[config.mk]
export PLATFORM = sky130hd
export DESIGN_NAME = seq_num_gen_multi
export DESIGN_NICKNAME = d
export VERILOG_FILES = /design/src/rtl/seq_num_gen_multi_pkg.sv /design/src/rtl/seq_num_gen_multi_age_cmp.sv /design/src/rtl/seq_num_gen_multi.sv
export SDC_FILE = /design/constraint.sdc
export NUM_CORES = 1
export LEC_CHECK = 0
export BUFFER_PORTS_ARGS = -buffer_cell sky130_fd_sc_hd__buf_4
export CORE_UTILIZATION = 25
export DETAILED_ROUTE_END_ITERATION = 10
export GPL_TIMING_DRIVEN = 0
export PLACE_DENSITY_LB_ADDON = 0.08
export SYNTH_ARGS = -nofsm -noshare
export SYNTH_HDL_FRONTEND = slang
export SYNTH_SLANG_ARGS = --single-unit
[constraint.sdc]
create_clock -name clk -period 7.1 [get_ports clk]
set_input_delay 1.065 -clock clk [delete_from_list [all_inputs] [get_ports clk]]
set_output_delay 1.065 -clock clk [all_outputs]
set_load 0.1 [all_outputs]
[src/rtl/seq_num_gen_multi_pkg.sv]
// Shared types, entry-state encodings and relative-age helper for the sequence-number generator.
// Latency: none (declarations and a pure combinational function).
// Backpressure: not applicable.
package seq_num_pkg;

    localparam int SEQ_NUM_BITS = 5;
    // Wide enough for any practical ring; ages are masked back down to the ring width.
    localparam int SEQ_AGE_BITS = 16;

    typedef logic [SEQ_NUM_BITS-1:0] seq_num_t;

    localparam logic SEQ_FREE  = 1'b0;
    localparam logic SEQ_ALLOC = 1'b1;

    // Distance of num from tail around a ring of 2**bits entries (0 = oldest).
    function automatic logic [SEQ_AGE_BITS-1:0] seq_rel_age(
        input logic [SEQ_AGE_BITS-1:0] num,
        input logic [SEQ_AGE_BITS-1:0] tail,
        input int                      bits
    );
        logic [SEQ_AGE_BITS-1:0] mask;
        mask = (SEQ_AGE_BITS'(1) << bits) - SEQ_AGE_BITS'(1);
        return (num - tail) & mask;
    endfunction

endpackage

[src/rtl/seq_num_gen_multi_age_cmp.sv]
// Relative-age comparator: a_younger = age(num_a) > age(num_b), ages measured from tail.
// Latency: combinational.
// Backpressure: not applicable.
// Ports: num_a, num_b, tail (p_bits each) in; a_younger out.
module seq_rel_age_cmp
    import seq_num_pkg::*;
#(
    parameter int p_bits = SEQ_NUM_BITS
) (
    input  logic [p_bits-1:0] num_a,
    input  logic [p_bits-1:0] num_b,
    input  logic [p_bits-1:0] tail,
    output logic              a_younger
);

    logic [SEQ_AGE_BITS-1:0] age_a;
    logic [SEQ_AGE_BITS-1:0] age_b;

    assign age_a     = seq_rel_age(SEQ_AGE_BITS'(num_a), SEQ_AGE_BITS'(tail), p_bits);
    assign age_b     = seq_rel_age(SEQ_AGE_BITS'(num_b), SEQ_AGE_BITS'(tail), p_bits);
    assign a_younger = age_a > age_b;

endmodule

[src/rtl/seq_num_gen_multi.sv]
// Superscalar in-order sequence-number allocator with commit free, squash rewind and tail reclaim.
// Latency: allocation outputs are combinational (squash bypass); frees land at the edge, reclaim a cycle later.
// Backpressure: lanes fire as a val&rdy prefix from lane 0; all alloc_val drop while N-1 numbers are in flight.
// Ports: clk, rst_n (async active-low); alloc_seq_num/alloc_val out, alloc_rdy in (per alloc lane);
//        commit_val/commit_seq_num in (per commit lane); squash_val/squash_seq_num in.
//        Optional SEQ_NUM_GEN_MULTI_OCC_EN adds outputs occupancy (registered in-flight count) and full.
module seq_num_gen_multi
    import seq_num_pkg::*;
#(
    parameter int p_seq_num_bits  = SEQ_NUM_BITS,
    parameter int p_alloc_width   = 2,
    parameter int p_commit_width  = 2,
    parameter int p_reclaim_width = 4
) (
    input  logic                                           clk,
    input  logic                                           rst_n,
    output logic [p_alloc_width-1:0][p_seq_num_bits-1:0]   alloc_seq_num,
    output logic [p_alloc_width-1:0]                       alloc_val,
    input  logic [p_alloc_width-1:0]                       alloc_rdy,
    input  logic [p_commit_width-1:0]                      commit_val,
    input  logic [p_commit_width-1:0][p_seq_num_bits-1:0]  commit_seq_num,
    input  logic                                           squash_val,
    input  logic [p_seq_num_bits-1:0]                      squash_seq_num
`ifdef SEQ_NUM_GEN_MULTI_OCC_EN
    ,
    output logic [p_seq_num_bits:0]                        occupancy,
    output logic                                           full
`endif
);

    localparam int N = 1 << p_seq_num_bits;
    typedef logic [p_seq_num_bits-1:0] ptr_t;

    ptr_t head, tail, head_next, tail_next;
    ptr_t base, inflight, inflight_base;
    ptr_t fire_cnt, reclaim_cnt;
    logic [N-1:0] state_q, state_d;
    logic [p_alloc_width-1:0] fire;
    logic [N-1:0] squash_younger;
    logic [p_reclaim_width-1:0] reclaim_in_flight;

    // A squash rewinds the allocation base in the same cycle so fetch restarts right behind it.
    assign base          = squash_val ? squash_seq_num + ptr_t'(1) : head;
    assign inflight      = head - tail;
    assign inflight_base = base - tail;

    always_comb begin
        for (int k = 0; k < p_alloc_width; k++) begin
            alloc_seq_num[k] = base + ptr_t'(k);
            alloc_val[k]     = (int'(inflight_base) + k + 1) <= (N - 1);
        end
    end

    // Only a contiguous run from lane 0 may fire; a stalled lane blocks all later ones.
    always_comb begin
        logic going;
        going    = 1'b1;
        fire     = '0;
        fire_cnt = '0;
        for (int k = 0; k < p_alloc_width; k++) begin
            going   = going & alloc_val[k] & alloc_rdy[k];
            fire[k] = going;
            if (going) fire_cnt = fire_cnt + ptr_t'(1);
        end
    end

    assign head_next = base + fire_cnt;

    for (genvar i = 0; i < N; i++) begin : g_squash_cmp
        seq_rel_age_cmp #(.p_bits(p_seq_num_bits)) u_cmp (
            .num_a     (ptr_t'(i)),
            .num_b     (squash_seq_num),
            .tail      (tail),
            .a_younger (squash_younger[i])
        );
    end

    // Slot tail+r is still in flight when the (post-squash) base is younger than it.
    for (genvar r = 0; r < p_reclaim_width; r++) begin : g_reclaim_cmp
        seq_rel_age_cmp #(.p_bits(p_seq_num_bits)) u_cmp (
            .num_a     (base),
            .num_b     (tail + ptr_t'(r)),
            .tail      (tail),
            .a_younger (reclaim_in_flight[r])
        );
    end

    // Reclaim looks at registered state only, so a free written this edge is passed next cycle.
    always_comb begin
        logic run;
        run         = 1'b1;
        reclaim_cnt = '0;
        for (int r = 0; r < p_reclaim_width; r++) begin
            run = run & reclaim_in_flight[r] & (state_q[tail + ptr_t'(r)] == SEQ_FREE);
            if (run) reclaim_cnt = reclaim_cnt + ptr_t'(1);
        end
    end

    assign tail_next = tail + reclaim_cnt;

    // The squash frees the old younger occupants; a slot re-issued behind the squash in the
    // same cycle belongs to the new instruction and must come out ALLOC.
    always_comb begin
        logic commit_hit;
        logic alloc_hit;
        state_d = state_q;
        for (int i = 0; i < N; i++) begin
            commit_hit = 1'b0;
            alloc_hit  = 1'b0;
            for (int j = 0; j < p_commit_width; j++) begin
                if (commit_val[j] && commit_seq_num[j] == ptr_t'(i)) commit_hit = 1'b1;
            end
            for (int k = 0; k < p_alloc_width; k++) begin
                if (fire[k] && alloc_seq_num[k] == ptr_t'(i)) alloc_hit = 1'b1;
            end
            if (commit_hit)                              state_d[i] = SEQ_FREE;
            else if (alloc_hit)                          state_d[i] = SEQ_ALLOC;
            else if (squash_val && squash_younger[i])    state_d[i] = SEQ_FREE;
        end
    end

    always_ff @(posedge clk or negedge rst_n) begin
        if (!rst_n) begin
            head    <= '0;
            tail    <= '0;
            state_q <= {N{SEQ_FREE}};
        end else begin
            head    <= head_next;
            tail    <= tail_next;
            state_q <= state_d;
        end
    end

`ifdef SEQ_NUM_GEN_MULTI_OCC_EN
    ptr_t inflight_next;
    assign inflight_next = head_next - tail_next;

    always_ff @(posedge clk or negedge rst_n) begin
        if (!rst_n) occupancy <= '0;
        else        occupancy <= {1'b0, inflight_next};
    end

    assign full = occupancy == (p_seq_num_bits+1)'(N - 1);
`endif

`ifndef SYNTHESIS
    ptr_t squash_age;
    assign squash_age = squash_seq_num - tail;

    a_squash_in_flight: assert property (@(posedge clk) disable iff (!rst_n)
        squash_val |-> (squash_age < inflight))
        else $error("squash of a sequence number that is not in flight");
`endif

endmodule

Yosys cells after proc, flatten, opt, wreduce, memory -nomap -nowiden
Index checks and enable logic that the tools add are counted.

word-level totals
  register bits after elaboration = 42
  bits of input ports = 22
  logic and storage cells = 701

operators by class
  $add $sub $neg = 52
  $lt $le $gt $ge = 42
  eq/ne operators = 124
  multiplexer cells = 239
  bitwise operators = 14
  reductions and logical operators = 196

operators by type and width
  kind                                                              number
  == test 5 bit (second input constant)                             64
  2-to-1 mux 1 bit                                                  230
  > comparator 5 bit                                                36
  == test 5 x 4 -> 1 bit (second input constant)                    32
  logical AND 1 bit                                                 160
  nonzero test 3 bit                                                32
  == test 5 x 3 -> 1 bit (second input constant)                    16
  subtractor 5 bit (first input constant)                           16
  == test 5 x 2 -> 1 bit (second input constant)                    8
  subtractor 4 x 5 -> 5 bit (first input constant)                  8
  adder 5 x 1 -> 5 bit (second input constant)                      7
  subtractor 5 bit                                                  7
  less-or-equal comparator 32 x 6 -> 1 bit (second input constant)  1
  2-to-1 mux 5 bit                                                  5
  less-than comparator 5 x 6 -> 1 bit (second input constant)       4
  binary-select mux 1 bit (select 5 bit)                            4
  == test 5 x 1 -> 1 bit (second input constant)                    4
  logical NOT 5 bit                                                 4
  subtractor 3 x 5 -> 5 bit (first input constant)                  4
  adder 5 x 2 -> 5 bit (second input constant)                      2
  adder 5 bit                                                       2
  bitwise AND 1 bit                                                 10
  subtractor 1 x 5 -> 5 bit (first input constant)                  2
  subtractor 2 x 5 -> 5 bit (first input constant)                  2
  other kinds (4)                                                   7

Logic depth before layout (Yosys ltp)
Gate-level depths: netlist of run 1.

  depth after elaboration = 13
  depth in mapped cells = 27

By module
Synthesis of run 1 repeated with hierarchy kept, for this count alone.

unflattened totals
  cells, all modules = 2,200
  area total of the unflattened synthesis = 19,745.2 um2

by module, submodules not included
  module                                        times used  cells each  area each (um2)
  seq_rel_age_cmp (g_squash_cmp[13].u_cmp ...)  18          46          416.6
  seq_rel_age_cmp (g_reclaim_cmp[0].u_cmp ...)  18          46          412.9
  seq_num_gen_multi                             1           544         4,813.4

Worst setup path before layout of run 1
No wires, ideal clock.

  path type = in2out
  from = input squash_val
  to = output alloc_val[1]
  arrival = 7.637 ns
  data required time = 6.035 ns
  path slack = -1.602 ns
  stages on the path = 13
  buffers on the path = 1
  cells stage by stage = buf_2 nor2_1 a21oi_1 inv_1 ha_1 fa_1 xnor2_1 xor2_1 a21oi_1 a211oi_2 nand2_1 o21ai_0 a21oi_1

RTL lines
  what         line                     text
  from (decl)  seq_num_gen_multi.sv:22  input logic squash_val,
  to (decl)    seq_num_gen_multi.sv:18  output logic [p_alloc_width-1:0] alloc_val,

Worst setup path in the final report of run 1
  from = input squash_val
  to = register tail[4]

between the ends
  cells in the longest elaborated chain, start to end = 12
  elaborated cells on any way between the ends = 21
  classes of those cells = add/sub: 5; order compare: 4; mux: 5; bitwise: 7

ends and longest elaborated chain
  what                                                       line                                              text
  2-to-1 mux 5 bit *                                         seq_num_gen_multi.sv:43                           assign base = squash_val ? squash_seq_num + ptr_t'(1) : head;
  subtractor 5 bit *                                         seq_num_gen_multi_pkg.sv:23                       return (num - tail) & mask;
  > comparator 5 bit                                         seq_num_gen_multi_age_cmp.sv:21                   assign a_younger = age_a > age_b;
  bitwise AND 1 bit                                          seq_num_gen_multi.sv:94                           run = run & reclaim_in_flight[r] & (state_q[tail + ptr_t'(r)] == SEQ_FREE);
  2-to-1 mux 1 bit or bitwise AND 1 bit (tied branches)      seq_num_gen_multi.sv:95, seq_num_gen_multi.sv:94
  adder 5 x 1 -> 5 bit or bitwise AND 1 bit (tied branches)  seq_num_gen_multi.sv:95, seq_num_gen_multi.sv:94
  2-to-1 mux 5 bit or bitwise AND 1 bit (tied branches)      seq_num_gen_multi.sv:95, seq_num_gen_multi.sv:94
  adder 5 x 1 -> 5 bit or bitwise AND 1 bit (tied branches)  seq_num_gen_multi.sv:95, seq_num_gen_multi.sv:94
  2-to-1 mux 5 bit or bitwise AND 1 bit (tied branches)      seq_num_gen_multi.sv:95, seq_num_gen_multi.sv:94
  adder 5 x 1 -> 5 bit or bitwise AND 1 bit (tied branches)  seq_num_gen_multi.sv:95, seq_num_gen_multi.sv:94
  2-to-1 mux 5 bit *                                         seq_num_gen_multi.sv:95                           if (run) reclaim_cnt = reclaim_cnt + ptr_t'(1);
  adder 5 bit *                                              seq_num_gen_multi.sv:99                           assign tail_next = tail + reclaim_cnt;
  via tail_next[4]                                           seq_num_gen_multi.sv:34                           ptr_t head, tail, head_next, tail_next;
  to (signal assigned)                                       seq_num_gen_multi.sv:129                          tail <= tail_next;
  to (decl)                                                  seq_num_gen_multi.sv:34

Mark *: on every way through the listed nets, which the timed path passes. The rest lies on a longest branch.
A chain may end at the register's enable or synchronous reset.

==> results of run 1 <==
cell type report:
type	instances	area (sq um)	share of cell area [%]
plain buffers	43	256	3.09
clock buffers	6	139	1.67
clock inverters	2	12.5	0.151
inverters	88	330	3.98
multi-input cells	720	5730	69.1
flip-flops and latches	42	1050	12.7
well taps	384	480	5.79
repair buffers	37	293	3.53
registers in the layout, indices dropped and copies added (netlist names):
register and cells:
state_q 32, head 5, tail 5
what timing repair did:
item                       in CTS  in global routing
setup endpoints to repair       0                  1
setup buffers                   0                  2
gates resized for setup         0                  0
critical path: cells and delay by family:
family          cells  cell delay [ns]
fa+ha+maj           5             1.70
buf+inv             5             0.92
xor+xnor            3             0.56
mux                 1             0.27
simple gates        6             0.87
compound gates      8             1.24
metal layers:
metal | wire length [um] | global-route usage [%] | vias to the layer above
li1 | - | - | 3395
met1 | 14300 | 27.8 | 3369
met2 | 13200 | 32.0 | 189
met3 | 1140 | 2.04 | 42
met4 | 1120 | 8.52 | 0
met5 | 0 | 0 | -
cells by family after synthesis:
logic type	count (synthesis)	share of synthesized area, %
other cells	1	0.0511
simple gates	235	16.4
buf+inv	131	7.99
mux	49	11.5
xor+xnor	56	7.19
flops	42	14.3
fa+ha+maj	120	20.8
compound gates	259	21.7
worst min-delay path by stage:
stage / depth (start not counted) / endpoint / start / slack (ns)
global route: 2 / state_q[4] / state_q[4] / 0.76
global placement: 2 / state_q[4] / state_q[4] / 0.72
finish: 1 / tail[0] / rst_n / 0.75
detailed placement: 2 / state_q[4] / state_q[4] / 0.72
floorplan: 2 / state_q[16] / state_q[16] / 0.56
CTS: 2 / state_q[4] / state_q[4] / 0.73
through the flow:
stage	setup WS [ns]	cells	cell area [sq um]
detailed placement	0.0112	1312	8130
CTS	0.345	1320	8280
global route	0.153	1322	8300
floorplan	0.0246	893	7360
global placement	0.00963	1310	8080
finish	0.635	1322	8300
layout by cell type, fill, tap and decap left out, drive strengths merged, types with 3 or more instances in the layout:
| cell type | Yosys | routed |
|---|---|---|
| a211oi | 3 | 3 |
| a21o | 23 | 23 |
| a21oi | 62 | 62 |
| a22oi | 8 | 8 |
| a31oi | 31 | 31 |
| and3 | 4 | 4 |
| buf | 30 | 67 |
| clkbuf | 13 | 19 |
| clkinv | 2 | 3 |
| dfrtp | 42 | 42 |
| fa | 4 | 4 |
| ha | 115 | 115 |
| inv | 86 | 86 |
| mux2i | 22 | 22 |
| mux4 | 25 | 25 |
| nand2 | 48 | 48 |
| nand2b | 16 | 16 |
| nand3 | 58 | 58 |
| nand4 | 37 | 37 |
| nor2 | 41 | 41 |
| nor2b | 14 | 14 |
| nor3b | 3 | 3 |
| o2111ai | 6 | 6 |
| o211ai | 4 | 4 |
| o21a | 8 | 8 |
| o21ai | 69 | 69 |
| o221ai | 3 | 3 |
| o22ai | 34 | 34 |
| or2 | 5 | 5 |
| xnor2 | 41 | 41 |
| xor2 | 15 | 15 |
cells in the mapped netlist, types with 2 or more instances:
master / n
clkinv_1: 2
nand4_1: 37
buf_6: 3
a22oi_1: 8
nor3_1: 2
o21ai_0: 66
buf_12: 2
nor2_1: 40
a31oi_1: 31
nor3b_1: 3
ha_1: 115
dfrtp_1: 42
nand3_1: 57
mux4_1: 8
clkbuf_1: 13
a21o_1: 23
nand2b_1: 15
nand2_1: 48
o21ai_1: 2
o2111ai_1: 6
and4_1: 2
nand3b_1: 2
inv_1: 84
or2_2: 4
o21a_1: 8
mux4_2: 17
xnor2_1: 36
a21oi_1: 61
buf_4: 4
buf_2: 11
buf_1: 9
mux2i_1: 21
fa_1: 4
o22ai_1: 34
xor2_1: 15
o221ai_1: 3
a211oi_1: 2
nor2b_1: 14
and3_1: 4
inv_2: 2
o211ai_1: 4
xnor2_2: 5
==> results_dict.tcl, run 1 <==
set metrics [dict create \
    clock.fmax_mhz 155 \
    yosys_warnings 0 \
    worst-path-max-fanout 10 \
    fin_tns_setup_ns 0 \
    yosys.area.top_type_share_pct 19.6 \
    cts_buffers 5 \
    worstRegToRegCells 25 \
    fillers 3148 \
    cpPeakStageDelay_ns 0.43 \
    cap_viol_max_count 0 \
    slew_violations 0 \
    drive_gt1_share_pct 11.8 \
    fin_crit_ns 6.47 \
    hold_violations 0 \
    outcome "completed" \
    grt_setup_unrepaired "no" \
    cp-startpoint "squash_val" \
    tightest_slew_ns 0.915 \
    cts_sinks 42 \
    worst-setup-path-type "input pin to flip-flop" \
    insertion_delay_ns 0.31 \
    drt_wl_total_um 29800 \
    reg2reg_slack_ns 1.15 \
    skew_ns 0.00835 \
    holdWs_ns 0.750 \
    drt-pass1-iter-count 6 \
    initial_core_util_pct 25.5 \
    root_buffer "clkbuf_16" \
    yosys.area.top_type "ha_1" \
    regToRegEndpoint "tail[4]" \
    die_y_um 173 \
    slew_headroom_pct 38.6 \
    dp_hpwl_um 24800 \
    grt_use_total_pct 20.2 \
    cts_buffer_depth 2 \
    start_kind "input pin" \
    grt-ovfl-total 0 \
    ant_nets 0 \
    cp-end-kind "flip-flop" \
    crit_required_ns 7.27 \
    cts.htree.levels 2 \
    ctsHoldBuffers 0 \
    synthesis.nets 1034 \
    rows 62 \
    netlist-cell-type-count 66 \
    cp.arrival_ns 6.63 \
    port_buffers 33 \
    syn2layout_area_growth_pct 13.0 \
    ys_top_cells_by_area "ha_1 (20%), dfrtp_1 (14%), mux4_2 (5.2%)" \
    grt_max_degree 43 \
    min_path_type "input pin to async pin" \
    postLayoutCoreUtil_pct 28.8 \
    drc_errors 0 \
    finalWeightedCongestion 0.859 \
    cp-endpoint "tail[4]" \
    synth-seq-cells 42 \
    antenna_found_initial 0 \
    grt_pass1_wl_um 45100 \
    dr_total_vias 6995 \
    core_sq_um 28800 \
    grt_pass1_vias 6953 \
    avgSynthCellArea_sq_um 8.22 \
    slowest_stage "fa_1" \
    die_area_sq_um 30100 \
    die_x_um 173 \
    synth_area_sq_um 7340 \
    finalSetupViolCount 0 \
    diodes 0 \
    nets 1078 \
    vias_per_cell 5.29 \
    routedWlPerCell_um 22.5 \
    cts_tree "done" \
    clk_pin_slew_ns 0.07 \
    synthArstFlopShare_pct 100 \
    synth_ff_type "dfrtp_1" \
    seq_area_frac_synth_pct 14.3 \
    synth_edf_count 0 \
    post-route-period-util_pct 91.1 \
    drtIter0Drc 368 \
    r2r_start "tail[1]" \
    syn_inst 893 \
    pin_count 34 \
]
Power of run 1 is left out: the tool's default activity adds up to more than one toggle a clock period on the data nets, which glitch-free logic cannot reach.
==> run 2: changes to the inputs <==
Settings changed: BUFFER_PORTS_ARGS -buffer_cell sky130_fd_sc_hd__buf_4 to -buffer_cell sky130_fd_sc_hd__clkbuf_2.
==> run 2 against run 1 <==
Against the previous run:
- largest cell class unchanged
- sequential share of layout area increased by 0.054 points
- clock skew increased by 0.011 ns
- final cell count unchanged
- setup slack got worse by 0.083 ns
- sequential cell count unchanged
- non-clock buffer count unchanged
- count of clock-buffer cells in the layout unchanged
- design area decreased by 0.42%
- via count about the same
- die area unchanged
- critical endpoint unchanged
==> results_dict.tcl, run 2 (same netlist as run 1, synthesis figures left out) <==
set metrics [dict create \
    rows 62 \
    ctsHoldBuffers 0 \
    worst-setup-path-type "input pin to flip-flop" \
    grt_use_total_pct 20.0 \
    initial_core_util_pct 25.5 \
    slew_violations 0 \
    post-route-period-util_pct 92.2 \
    setup_slack_ns 0.551 \
    largest_reg_flops 32 \
    min_path_type "flip-flop to flip-flop" \
    worstRegToRegCells 25 \
    cap_viol_max_count 0 \
    port_buffers 33 \
    reg_top3 "state_q: 32 flops, head: 5 flops, tail: 5 flops" \
    diodes 0 \
    root_buffer "clkbuf_16" \
    reg2reg_slack_ns 1.20 \
    hp-start "state_q[9]" \
    crit_required_ns 7.27 \
    die_x_um 173 \
    final_cell_mix "ha_1 (115), inv_1 (84), o21ai_0 (66), a21oi_1 (59), nand3_1 (57)" \
    cts_setup_buffers 0 \
    clk_pin_slew_ns 0.08 \
    slowest_stage "fa_1" \
    fin_crit_ns 6.55 \
    outcome "completed" \
    finalWeightedCongestion 0.874 \
    grt_setup_unrepaired "no" \
    routedWlPerCell_um 22.5 \
    dr_total_vias 6999 \
    crit_buf_inv 5 \
    cts_buffer_depth 2 \
    ant_nets 0 \
    pre_cts_ws_ns -0.0597 \
    worst-path-stages 28 \
    hold_violations 0 \
    dp_hpwl_um 24800 \
    cts_buffers 5 \
    holdWs_ns 0.716 \
    syn2layout_area_growth_pct 12.5 \
    worst-path-max-fanout 10 \
    cp-end-kind "flip-flop" \
    grt_pass1_vias 6751 \
    drc_errors 0 \
    pin_count 34 \
    vias_per_cell 5.29 \
    cp-startpoint "squash_val" \
    drtIter0Drc 379 \
    r2r_start "tail[1]" \
    clock.fmax_mhz 153 \
    antenna_found_initial 1 \
    die_area_sq_um 30100 \
    cp_top_family "adder cells" \
    nets 1078 \
    start_kind "input pin" \
    tightest_slew_ns 1.27 \
    core_sq_um 28800 \
    cp.arrival_ns 6.72 \
    cts_sinks 42 \
    drt_wl_total_um 29700 \
    grt_max_degree 43 \
    skew_ns 0.0190 \
    finalSetupViolCount 0 \
    regToRegEndpoint "tail[4]" \
    drive_gt1_share_pct 11.8 \
    grt-ovfl-total 0 \
    postCtsResizedCells 0 \
    grt_pass1_wl_um 44400 \
    cp-endpoint "tail[4]" \
    fin_tns_setup_ns 0 \
    regMostFlops "state_q" \
    cpPeakStageDelay_ns 0.42 \
    slew_headroom_pct 15.1 \
    fillers 3134 \
    drt-pass1-iter-count 5 \
    cts_tree "done" \
    cts.htree.levels 2 \
    final_common_cell "ha_1" \
    insertion_delay_ns 0.31 \
    die_y_um 173 \
]
## run 2: cell types whose count changed in the layout (fill, tap and decap cells not counted), sizes merged
cell / delta
clkinv: -1
buf: -33
bufinv: +2
clkinvlp: -1
clkbuf: +33
## run 2: tightest hold or removal path, cell delays in order (launching register included)
cell and delay [ns]:
dfrtp_1 0.45, o21ai_0 0.13, a31oi_1 0.08
## run 2: how the worst min path moves through the flow
| stage | end | slack, ns | depth (start not counted) |
|---|---|---|---|
| global placement | state_q[9] | 0.71 | 2 |
| detailed placement | state_q[9] | 0.71 | 2 |
| global route | state_q[9] | 0.75 | 2 |
| CTS | state_q[9] | 0.72 | 2 |
| floorplan | state_q[16] | 0.56 | 2 |
| finish | state_q[9] | 0.72 | 2 |
## run 2: layer usage
layer	part of all wire, %	vias up	global-route usage (%)	wire (um)
li1	-	3402	-	-
met1	47	3372	27.5	14100
met2	46	187	32.4	13600
met3	3.7	38	1.80	1110
met4	3.2	0	7.41	962
met5	0	-	0	0
## run 2: final cells by class
cell class	count	area (sq um)	share of cell area (%)
Sequential cell	42	1050	12.7
Inverter	88	330	4.00
Tap cell	384	480	5.82
Timing Repair Buffer	37	210	2.54
Clock buffer	6	139	1.68
Clock inverter	2	60.1	0.727
Buffer	43	256	3.11
Multi-Input combinational cell	720	5730	69.4
## run 2: through the flow
step	util, %	instances	area, sq um
after floorplan	-	893	7360
after global placement	27.8	1310	8000
after detailed placement	28.0	1312	8050
after CTS	28.6	1320	8250
after global routing	28.7	1322	8260
final	28.7	1322	8260
Power of run 2 is left out for the same reason.
==> run 3: changes to the inputs <==
Settings changed: CELL_PAD_IN_SITES_DETAIL_PLACEMENT from default to 1, CELL_PAD_IN_SITES_GLOBAL_PLACEMENT from default to 1.
==> run 3 against run 2 <==
Against the previous run:
- register-to-register slack got worse by 0.16 ns
- fmax shrank 0.75%
- final cell count grew 0.15%
- critical path depth unchanged
- setup slack worse by 0.049 ns
- clock skew decreased by 0.0028 ns
- die area is the same
- utilization barely moved
- sequential cell count did not move
- global-route usage grew 1.3 points
- count of clock-buffer cells in the layout unchanged
==> results_dict.tcl, run 3 (same netlist as run 1, synthesis figures left out) <==
set metrics [dict create \
    slew_violations 0 \
    drive_gt1_share_pct 11.9 \
    pre_cts_ws_ns -0.172 \
    reg_top3 "state_q: 32 flops, head: 5 flops, tail: 5 flops" \
    cpPeakStageDelay_ns 0.43 \
    root_buffer "clkbuf_16" \
    cap_viol_max_count 0 \
    die_x_um 173 \
    drt_wl_total_um 31300 \
    min_path_type "flip-flop to flip-flop" \
    final_cells 1324 \
    postLayoutCoreUtil_pct 28.7 \
    cts_buffer_depth 2 \
    seq_area_sq_um 1050 \
    grt_setup_unrepaired "no" \
    cp.arrival_ns 6.76 \
    grt_pass1_wl_um 47700 \
    hold_violations 0 \
    drt-pass1-iter-count 4 \
    final_common_cell "ha_1" \
    pin_count 34 \
    skew_ns 0.0162 \
    insertion_delay_ns 0.31 \
    ctsHoldBuffers 0 \
    port_buffers 33 \
    cts_buffers 5 \
    grt_max_degree 43 \
    tightest_slew_ns 1.27 \
    finalWeightedCongestion 0.863 \
    nets 1080 \
    drc_errors 0 \
    die_area_sq_um 30100 \
    setup_slack_ns 0.502 \
    die_y_um 173 \
    outcome "completed" \
    slowest_stage "fa_1" \
    grt_use_total_pct 21.3 \
    cp_top_family "adder cells" \
    cp-end-kind "flip-flop" \
    clk_pin_slew_ns 0.08 \
    core_sq_um 28800 \
    cts_tree "done" \
    crit_required_ns 7.26 \
    regMostFlops "state_q" \
    dp.cells 1313 \
    grt-ovfl-total 0 \
    clock.fmax_mhz 152 \
    start_kind "input pin" \
    fin_tns_setup_ns 0 \
    rows 62 \
    antenna_found_initial 0 \
    largest_reg_flops 32 \
    drtIter0Drc 280 \
    dr_total_vias 6940 \
    multi_input_area_sq_um 5740 \
    initial_core_util_pct 25.5 \
    final_cell_mix "ha_1 (115), inv_1 (84), o21ai_0 (66), a21oi_1 (59), nand3_1 (57)" \
    ant_nets 0 \
    dp_hpwl_um 26400 \
    worst-path-max-fanout 10 \
    syn2layout_area_growth_pct 12.5 \
    cts_sinks 42 \
    grt_pass1_vias 7327 \
    fillers 3447 \
    routedWlPerCell_um 23.7 \
    finalSetupViolCount 0 \
    cts.htree.levels 2 \
    diodes 0 \
    vias_per_cell 5.24 \
    fin_crit_ns 6.60 \
    crit_buf_inv 5 \
    slew_headroom_pct 14.7 \
    post-route-period-util_pct 92.9 \
    worst-setup-path-type "input pin to flip-flop" \
]
-- run 3: layout make-up --
| type | instances | area share [%] |
|---|---|---|
| flip-flops and latches | 42 | 12.7 |
| repair buffers | 39 | 2.82 |
| inverters | 88 | 4.00 |
| clock buffers | 6 | 1.56 |
| plain buffers | 43 | 3.10 |
| well taps | 384 | 5.82 |
| multi-input cells | 720 | 69.5 |
| clock inverters | 2 | 0.454 |
-- run 3: final timing paths --
| check | from | endpoint | slack (ns) | depth (start not counted) |
|---|---|---|---|---|
| worst min-delay path | state_q[5] | state_q[5] | 0.71 | 2 |
| min in group asynchronous | rst_n | tail[0] | 0.97 | 1 |
| max in group asynchronous | rst_n | state_q[0] | 5.35 | 1 |
| worst min register to register | state_q[5] | state_q[5] | 0.71 | 2 |
| worst max register to register | tail[2] | tail[4] | 1.04 | 23 |
| worst max-delay path | squash_val | tail[4] | 0.50 | 28 |
-- run 3: metrics by stage --
stage | hold slack [ns] | instance area [sq um]
2_1_floorplan | 0.558 | 7360
3_3_place_gp | 0.704 | 8000
3_5_place_dp | 0.705 | 8060
4_1_cts | 0.718 | 8230
5_1_grt | 0.750 | 8260
6_report | 0.710 | 8260
-- run 3: worst reg2reg max path: cells and delay by family, from the launching register on --
family | cells | cell delay (ns)
adder cells (fa/ha/maj) | 4 | 1.54
AO/OA/AOI/OAI | 7 | 0.94
flip-flops | 1 | 0.83
XOR/XNOR | 3 | 0.82
buffers and inverters | 3 | 0.80
AND/OR/NAND/NOR | 5 | 0.69
multiplexers | 1 | 0.28
-- run 3: what timing repair did --
item,in CTS,in global routing
resized for setup,0,1
setup endpoints to repair,0,2
setup buffers,0,3
-- run 3: layer usage --
layer / vias to the layer above / part of all wire, % / track usage [%] / routed length, um
met1: 3415 / 48 / 29.1 / 15200
met5: - / 0 / 0 / 0
met4: 0 / 2.2 / 5.49 / 680
met3: 29 / 2.6 / 1.67 / 825
li1: 3385 / - / - / -
met2: 111 / 47 / 36.0 / 14700
Power of run 3 is left out for the same reason.
